--- config.mk ---
export PLATFORM = sky130hd
export DESIGN_NAME = conv_wt_seq_flat
export DESIGN_NICKNAME = d
export VERILOG_FILES = /design/src/rtl/conv_pkg.sv /design/src/rtl/conv_wt_seq_if.sv /design/src/rtl/conv_strobe_dly.sv /design/src/rtl/conv_wt_seq.sv /design/src/flat_wrapper.sv
export SDC_FILE = /design/constraint.sdc
export NUM_CORES = 1
export LEC_CHECK = 0
export BUFFER_PORTS_ARGS = -buffer_cell sky130_fd_sc_hd__buf_2
export CAP_MARGIN = 25
export CORE_MARGIN = 10
export CORE_UTILIZATION = 50
export DETAILED_ROUTE_END_ITERATION = 16
export PLACE_DENSITY = 0.85
export SLEW_MARGIN = 20
export SYNTH_ARGS = -nofsm -noshare
export SYNTH_HDL_FRONTEND = slang
export SYNTH_HIERARCHICAL = 1
export SYNTH_SLANG_ARGS = --single-unit
export TNS_END_PERCENT = 30
--- constraint.sdc ---
create_clock -name clk -period 1.78 [get_ports clk]
set_input_delay 0.089 -clock clk [delete_from_list [all_inputs] [get_ports clk]]
set_output_delay 0.089 -clock clk [all_outputs]
set_load 0.03 [all_outputs]
--- src/rtl/conv_pkg.sv ---
// Shared types and constants for the 3x3 convolution stage (sequencer, weight memories, MACs, window buffer).
// Latency: none, declarations only.
// Backpressure: not applicable.
package conv_pkg;

    localparam int NUM_TAPS  = 9;
    localparam int NUM_FILT  = 16;
    localparam int WT_ADDR_W = 4;

    typedef enum logic [2:0] {
        ST_IDLE     = 3'd0,
        ST_WAIT_WIN = 3'd1,
        ST_ISSUE    = 3'd2,
        ST_DRAIN    = 3'd3,
        ST_OUT      = 3'd4
    } conv_seq_state_t;

endpackage

--- src/rtl/conv_wt_seq_if.sv ---
// Control/handshake bundle between the weight sequencer and its neighbours (window buffer, MACs, downstream).
// Latency: none, wiring only.
// Backpressure: win_valid/win_ready upstream, acc_valid/acc_ready downstream.
interface conv_wt_seq_if #(
    parameter int ADDR_W = 4,
    parameter int CNT_W  = 10
);
    import conv_pkg::*;

    logic              start;
    logic              abort;
    logic              win_valid;
    logic              win_ready;
    logic [ADDR_W-1:0] wt_addr;
    logic              mac_en;
    logic              mac_clr;
    logic              acc_valid;
    logic              acc_ready;
    logic [CNT_W-1:0]  win_cnt;
    logic              busy;
    logic              frame_done;

    // Sequencer side
    modport master (
        input  start, abort, win_valid, acc_ready,
        output win_ready, wt_addr, mac_en, mac_clr, acc_valid, win_cnt, busy, frame_done
    );

    // Environment side (window buffer, MAC array, downstream stage)
    modport slave (
        output start, abort, win_valid, acc_ready,
        input  win_ready, wt_addr, mac_en, mac_clr, acc_valid, win_cnt, busy, frame_done
    );

endinterface

--- src/rtl/conv_strobe_dly.sv ---
// Delays the {issue, first-tap} flags by RD_LAT cycles to line MAC strobes up with memory read data.
// Latency: exactly RD_LAT cycles from i_issue/i_first to o_mac_en/o_mac_clr.
// Backpressure: none; i_flush clears every stage on the next edge.
module conv_strobe_dly #(
    parameter int RD_LAT = 1
) (
    input  logic clk,
    input  logic rst_n,
    input  logic i_flush,
    input  logic i_issue,
    input  logic i_first,
    output logic o_mac_en,
    output logic o_mac_clr
);
    import conv_pkg::*;

    logic [RD_LAT-1:0] r_issue_sr;
    logic [RD_LAT-1:0] r_first_sr;

    // Shift both flags one stage per cycle; a flush empties the whole pipe
    always_ff @(posedge clk or negedge rst_n) begin
        if (!rst_n) begin
            r_issue_sr <= '0;
            r_first_sr <= '0;
        end else if (i_flush) begin
            r_issue_sr <= '0;
            r_first_sr <= '0;
        end else begin
            r_issue_sr[0] <= i_issue;
            r_first_sr[0] <= i_first;
            for (int i = 1; i < RD_LAT; i++) begin
                r_issue_sr[i] <= r_issue_sr[i-1];
                r_first_sr[i] <= r_first_sr[i-1];
            end
        end
    end

    // The tap counter idles at 0, so the first flag only means something alongside issue
    assign o_mac_en  = r_issue_sr[RD_LAT-1];
    assign o_mac_clr = r_issue_sr[RD_LAT-1] & r_first_sr[RD_LAT-1];

endmodule

--- src/rtl/conv_wt_seq.sv ---
// Tap sequencer for the 3x3 conv stage: broadcasts tap addresses, times MAC strobes, steps window positions.
// Latency: NUM_TAPS+RD_LAT cycles from ISSUE entry to acc_valid; minimum window period NUM_TAPS+RD_LAT+2.
// Backpressure: waits in WAIT_WIN for win_valid; holds acc_valid in OUT until acc_ready.
module conv_wt_seq #(
    parameter int NUM_TAPS = conv_pkg::NUM_TAPS,
    parameter int ADDR_W   = conv_pkg::WT_ADDR_W,
    parameter int RD_LAT   = 1,
    parameter int NUM_WIN  = 676,
    parameter int CNT_W    = (NUM_WIN > 1) ? $clog2(NUM_WIN) : 1
) (
    input  logic          clk,
    input  logic          rst_n,
    conv_wt_seq_if.master bus
);
    import conv_pkg::*;

    localparam int                DR_W     = (RD_LAT > 1) ? $clog2(RD_LAT) : 1;
    localparam logic [ADDR_W-1:0] LAST_TAP = ADDR_W'(NUM_TAPS - 1);
    localparam logic [DR_W-1:0]   LAST_DR  = DR_W'(RD_LAT - 1);
    localparam logic [CNT_W-1:0]  LAST_WIN = CNT_W'(NUM_WIN - 1);

    conv_seq_state_t   r_state;
    conv_seq_state_t   w_state_nxt;
    logic [ADDR_W-1:0] r_tap;
    logic [DR_W-1:0]   r_drain;
    logic [CNT_W-1:0]  r_win_cnt;
    logic              r_frame_done;

    logic              w_last_tap;
    logic              w_drain_done;
    logic              w_acc_hs;
    logic              w_last_win;
    logic              w_win_ready;
    logic [ADDR_W-1:0] w_wt_addr;
    logic              w_acc_valid;
    logic              w_busy;
    logic              w_mac_en;
    logic              w_mac_clr;

    assign w_last_tap   = (r_state == ST_ISSUE) && (r_tap == LAST_TAP);
    assign w_drain_done = (r_state == ST_DRAIN) && (r_drain == LAST_DR);
    assign w_acc_hs     = (r_state == ST_OUT) && bus.acc_ready;
    assign w_last_win   = (r_win_cnt == LAST_WIN);

    // State register
    always_ff @(posedge clk or negedge rst_n) begin
        if (!rst_n) r_state <= ST_IDLE;
        else        r_state <= w_state_nxt;
    end

    // Next-state: abort beats everything; win_valid is only looked at in WAIT_WIN
    always_comb begin
        w_state_nxt = r_state;
        if (bus.abort) begin
            w_state_nxt = ST_IDLE;
        end else begin
            case (r_state)
                ST_IDLE:     if (bus.start)     w_state_nxt = ST_WAIT_WIN;
                ST_WAIT_WIN: if (bus.win_valid) w_state_nxt = ST_ISSUE;
                ST_ISSUE:    if (w_last_tap)    w_state_nxt = ST_DRAIN;
                ST_DRAIN:    if (w_drain_done)  w_state_nxt = ST_OUT;
                ST_OUT:      if (w_acc_hs)      w_state_nxt = w_last_win ? ST_IDLE : ST_WAIT_WIN;
                default:                        w_state_nxt = ST_IDLE;
            endcase
        end
    end

    // Outputs decoded from registered state and tap counter only
    always_comb begin
        w_win_ready = 1'b0;
        w_wt_addr   = '0;
        w_acc_valid = 1'b0;
        w_busy      = (r_state != ST_IDLE);
        case (r_state)
            ST_ISSUE: begin
                w_wt_addr   = r_tap;
                w_win_ready = (r_tap == LAST_TAP);
            end
            ST_OUT:  w_acc_valid = 1'b1;
            default: ;
        endcase
    end

    // Tap counter: parked at 0 outside ISSUE so each window starts from tap 0
    always_ff @(posedge clk or negedge rst_n) begin
        if (!rst_n)                                r_tap <= '0;
        else if (bus.abort || r_state != ST_ISSUE) r_tap <= '0;
        else if (r_tap == LAST_TAP)                r_tap <= '0;
        else                                       r_tap <= r_tap + 1'b1;
    end

    // DRAIN counter: covers the read latency of the last tap
    always_ff @(posedge clk or negedge rst_n) begin
        if (!rst_n)                                r_drain <= '0;
        else if (bus.abort || r_state != ST_DRAIN) r_drain <= '0;
        else if (r_drain == LAST_DR)               r_drain <= '0;
        else                                       r_drain <= r_drain + 1'b1;
    end

    // Window counter: cleared by start, bumped per accepted non-final window, held across abort
    always_ff @(posedge clk or negedge rst_n) begin
        if (!rst_n) begin
            r_win_cnt <= '0;
        end else if (!bus.abort) begin
            if (r_state == ST_IDLE && bus.start) r_win_cnt <= '0;
            else if (w_acc_hs && !w_last_win)    r_win_cnt <= r_win_cnt + 1'b1;
        end
    end

    // Frame-done pulse in the cycle after the last window is accepted
    always_ff @(posedge clk or negedge rst_n) begin
        if (!rst_n) r_frame_done <= 1'b0;
        else        r_frame_done <= !bus.abort && w_acc_hs && w_last_win;
    end

    conv_strobe_dly #(
        .RD_LAT (RD_LAT)
    ) u_strobe_dly (
        .clk       (clk),
        .rst_n     (rst_n),
        .i_flush   (bus.abort),
        .i_issue   (r_state == ST_ISSUE),
        .i_first   (r_tap == '0),
        .o_mac_en  (w_mac_en),
        .o_mac_clr (w_mac_clr)
    );

    assign bus.win_ready  = w_win_ready;
    assign bus.wt_addr    = w_wt_addr;
    assign bus.mac_en     = w_mac_en;
    assign bus.mac_clr    = w_mac_clr;
    assign bus.acc_valid  = w_acc_valid;
    assign bus.win_cnt    = r_win_cnt;
    assign bus.busy       = w_busy;
    assign bus.frame_done = r_frame_done;

endmodule

--- src/flat_wrapper.sv ---
// flat-port wrapper written by rule: the top's interface ports become plain ports
module conv_wt_seq_flat import conv_pkg::*;
#(
    parameter int NUM_TAPS = conv_pkg::NUM_TAPS,
    parameter int ADDR_W   = conv_pkg::WT_ADDR_W,
    parameter int RD_LAT   = 1,
    parameter int NUM_WIN  = 676,
    parameter int CNT_W    = (NUM_WIN > 1) ? $clog2(NUM_WIN) : 1
)
  (clk, rst_n, bus_start, bus_abort, bus_win_valid, bus_acc_ready, bus_win_ready, bus_wt_addr, bus_mac_en, bus_mac_clr, bus_acc_valid, bus_win_cnt, bus_busy, bus_frame_done);
  conv_wt_seq_if #(.ADDR_W(ADDR_W), .CNT_W(CNT_W)) bus_i ();
  input  logic clk;
  input  logic rst_n;
  input wire logic [$bits(bus_i.start)-1:0] bus_start;
  input wire logic [$bits(bus_i.abort)-1:0] bus_abort;
  input wire logic [$bits(bus_i.win_valid)-1:0] bus_win_valid;
  input wire logic [$bits(bus_i.acc_ready)-1:0] bus_acc_ready;
  output wire logic [$bits(bus_i.win_ready)-1:0] bus_win_ready;
  output wire logic [$bits(bus_i.wt_addr)-1:0] bus_wt_addr;
  output wire logic [$bits(bus_i.mac_en)-1:0] bus_mac_en;
  output wire logic [$bits(bus_i.mac_clr)-1:0] bus_mac_clr;
  output wire logic [$bits(bus_i.acc_valid)-1:0] bus_acc_valid;
  output wire logic [$bits(bus_i.win_cnt)-1:0] bus_win_cnt;
  output wire logic [$bits(bus_i.busy)-1:0] bus_busy;
  output wire logic [$bits(bus_i.frame_done)-1:0] bus_frame_done;
  assign bus_i.start = bus_start;
  assign bus_i.abort = bus_abort;
  assign bus_i.win_valid = bus_win_valid;
  assign bus_i.acc_ready = bus_acc_ready;
  assign bus_win_ready = bus_i.win_ready;
  assign bus_wt_addr = bus_i.wt_addr;
  assign bus_mac_en = bus_i.mac_en;
  assign bus_mac_clr = bus_i.mac_clr;
  assign bus_acc_valid = bus_i.acc_valid;
  assign bus_win_cnt = bus_i.win_cnt;
  assign bus_busy = bus_i.busy;
  assign bus_frame_done = bus_i.frame_done;
  conv_wt_seq #(.NUM_TAPS(NUM_TAPS), .ADDR_W(ADDR_W), .RD_LAT(RD_LAT), .NUM_WIN(NUM_WIN), .CNT_W(CNT_W)) u_core (.clk(clk), .rst_n(rst_n), .bus(bus_i));
endmodule
==> flow_summary.toml <==
[outcome]
outcome = "complete, no violations"

[yosys]
synth-main-ff-cell = "dfrtp_1"
yosys-top-cells-area = "dfrtp_1, xnor2_1, nor2_1"
avgSynthCellArea_um2 = 9.76
syn-num-nets = 123
synth_top_cell_by_area = "dfrtp_1"
synth_cells = 114
synth_cell_types = 38
synth_edf_count = 0
ys_async_sr_fraction = 1.00
synth-seq-cells = 20
ys_warn_count = 6
yosysSeqAreaShare = 0.450
synth_area_mm2 = 0.00111
synth_top_area_frac = 0.450

[timing]
min_period_over_period = 0.955
fmax_mhz = 588
worst_pin_slew_ns = 0.436
final.setup.tns_ns = 0
hold_violations = 0
worst_clock_skew_ns = 0.0110
finalSetupViolations = 0
slew_headroom = 0.709
maxSlewViolCount = 0
min_period_ns = 1.70
rsz0062_at_grt = "false"

[finish]
syn2layout_area_growth_pct = 20.6
layout_common_cells = "buf_2, dfrtp_1, nor2_1, nor3_1, xnor2_1"
num_antenna_cells = 0
finalInstanceArea_mm2 = 0.00134
final_common_cell = "buf_2"
drive_gt1_frac = 0.297
num-nets-final = 156

[power]
powerDensity_mw_per_mm2 = 653
ir_drop_uv = 414
leakagePower_nw = 0.682

[floorplanning]
io_pins = 26
dieHeight_um = 67.2
initial_core_util = 0.513
core_mm2 = 0.00217
dieArea_mm2 = 0.00451
rows = 17
dieWidth_um = 67.2

[global_route]
grt_overflow = 0
grt_pass1_wl_um = 4480
grt.total_usage = 0.129
grt_pass1_vias = 978
antenna_found_initial = 0
grt_max_degree = 21

[worst_hold_path]
hold_path.class = "in -> reg"
min_path_cells = 3
worstHoldStart = "bus_acc_ready"
worstHoldEndpoint = "u_core/r_state[2]"

[worst_setup_path]
cp-end-kind = "output pin"
r2r_cells = 4
r2r_end = "u_core/bus.win_cnt[9]"
slowest_delay_ns = 0.51
ff2ff_setup_slack_ns = 0.15
worst_setup_path_start_kind = "flip-flop"
cpMaxStageDelayCell = "dfrtp_1"
crit_required_ns = 1.69
worstPathCellList = "or3b_1 -> buf_4 -> inv_1 -> buf_2"
cp.arrival_ns = 1.61
path_max_fanout = 9
worstReg2RegStart = "u_core/r_state[1]"
path_class = "reg -> out"

[routing]
wire_per_inst_um = 15.5
vias_per_cell = 5.65
drc = 0
drtAntennaViolNets = 0
drt_iter0_markers = 39
via_count = 978
first_pass_iters = 4
drt-total-wl_um = 2690

[clock_tree]
h-tree-depth = 1
clk_latency_ns = 0.30
postCtsSetupBuffers = 0
cts_root_buf = "clkbuf_4"
path_clk_slew_ns = 0.10
cts_tree = "done"
cts_buffers = 3
clockBufferDepth = 2
clock_sinks = 20

[flow_run]
drv_cap = 0

[placed_design]
place_congestion = 0.932
dp_hpwl_um = 2020
io_buffers = 25
place_area_mm2 = 0.00130
worst max-delay path: cells and delay by family, from the launching register on:
kind	cells	cell delay (ns)
flops	1	0.51
simple gates	1	0.41
buf+inv	3	0.39
layer usage:
layer / vias to the layer above / track usage / wire length (um)
li1: 461 / - / -
met1: 455 / 0.141 / 1020
met2: 47 / 0.216 / 1340
met3: 15 / 0.0314 / 215
met4: 0 / 0.0923 / 111
met5: - / 0 / 0
power breakdown:
| group | internal (mW) | switching, mW | total [mW] |
|---|---|---|---|
| combinational | 0.0683 | 0.107 | 0.176 |
| clock | 0.0790 | 0.134 | 0.213 |
| sequential | 0.468 | 0.0187 | 0.487 |
| total | 0.616 | 0.260 | 0.875 |
worst max path at each step:
stage	startpoint	end	slack [ns]	depth (start not counted)
2_1_floorplan	u_core/bus.win_cnt[0]	u_core/bus.win_cnt[1]	0.07	5
3_3_place_gp	u_core/r_state[1]	u_core/bus.win_cnt[9]	0.14	4
3_5_place_dp	u_core/r_state[1]	u_core/bus.win_cnt[9]	0.07	4
4_1_cts	u_core/r_state[2]	bus_wt_addr[2]	0.004	4
5_1_grt	u_core/r_state[2]	bus_acc_valid	0.009	4
6_report	u_core/r_state[2]	bus_acc_valid	0.08	4
sequential cells by signal, indices dropped and copies added, names as in the netlist:
signal	flops
u_core/bus.frame_done	1
u_core/bus.win_cnt	10
u_core/r_state	3
u_core/r_tap	4
u_core/u_strobe_dly/o_mac_en	1
u_core/u_strobe_dly/r_first_sr	1
final cells by class:
| class | count | area [um2] |
|---|---|---|
| inverters | 4 | 15.0 |
| clock buffers | 3 | 22.5 |
| fillers | 169 | 828 |
| flip-flops and latches | 20 | 502 |
| repair buffers | 32 | 180 |
| multi-input cells | 86 | 587 |
| well taps | 28 | 35.0 |
timing repair:
action                                  in CTS  in global routing
endpoints found under the setup margin       2                  3
hold buffers                                 1                  0
gates resized for setup                      1                  2
pin swaps                                    0                  1
endpoints found under the hold margin       20                  0
stage by stage:
step	total power, mW	std cells	hold slack [ns]	setup slack (ns)	utilization
after floorplan	0.601	114	-0.207	0.0723	-
after global placement	0.653	169	0.0482	0.139	0.600
after detailed placement	0.662	169	0.0573	0.0732	0.600
after CTS	0.882	173	0.123	0.00377	0.615
after global routing	0.924	173	0.133	0.00852	0.618
final	0.875	173	0.153	0.0807	0.618
cell usage after synthesis (all sizes together), types with 3 or more instances:
library cell and count:
clkbuf 3, dfrtp 20, nand2 6, ha 3, mux2i 3, nor2 15, xnor2 7, nand3 5
nor3 9, and2 4, nor2b 4, inv 4, o21ai 4
logic make-up after synthesis:
logic type / share of synthesized area
adder cells (fa/ha/maj): 0.0337
flip-flops: 0.450
AND/OR/NAND/NOR: 0.324
buffers and inverters: 0.0281
XOR/XNOR: 0.0630
AO/OA/AOI/OAI: 0.0641
multiplexers: 0.0371
(Power assumes the default switching activity.)
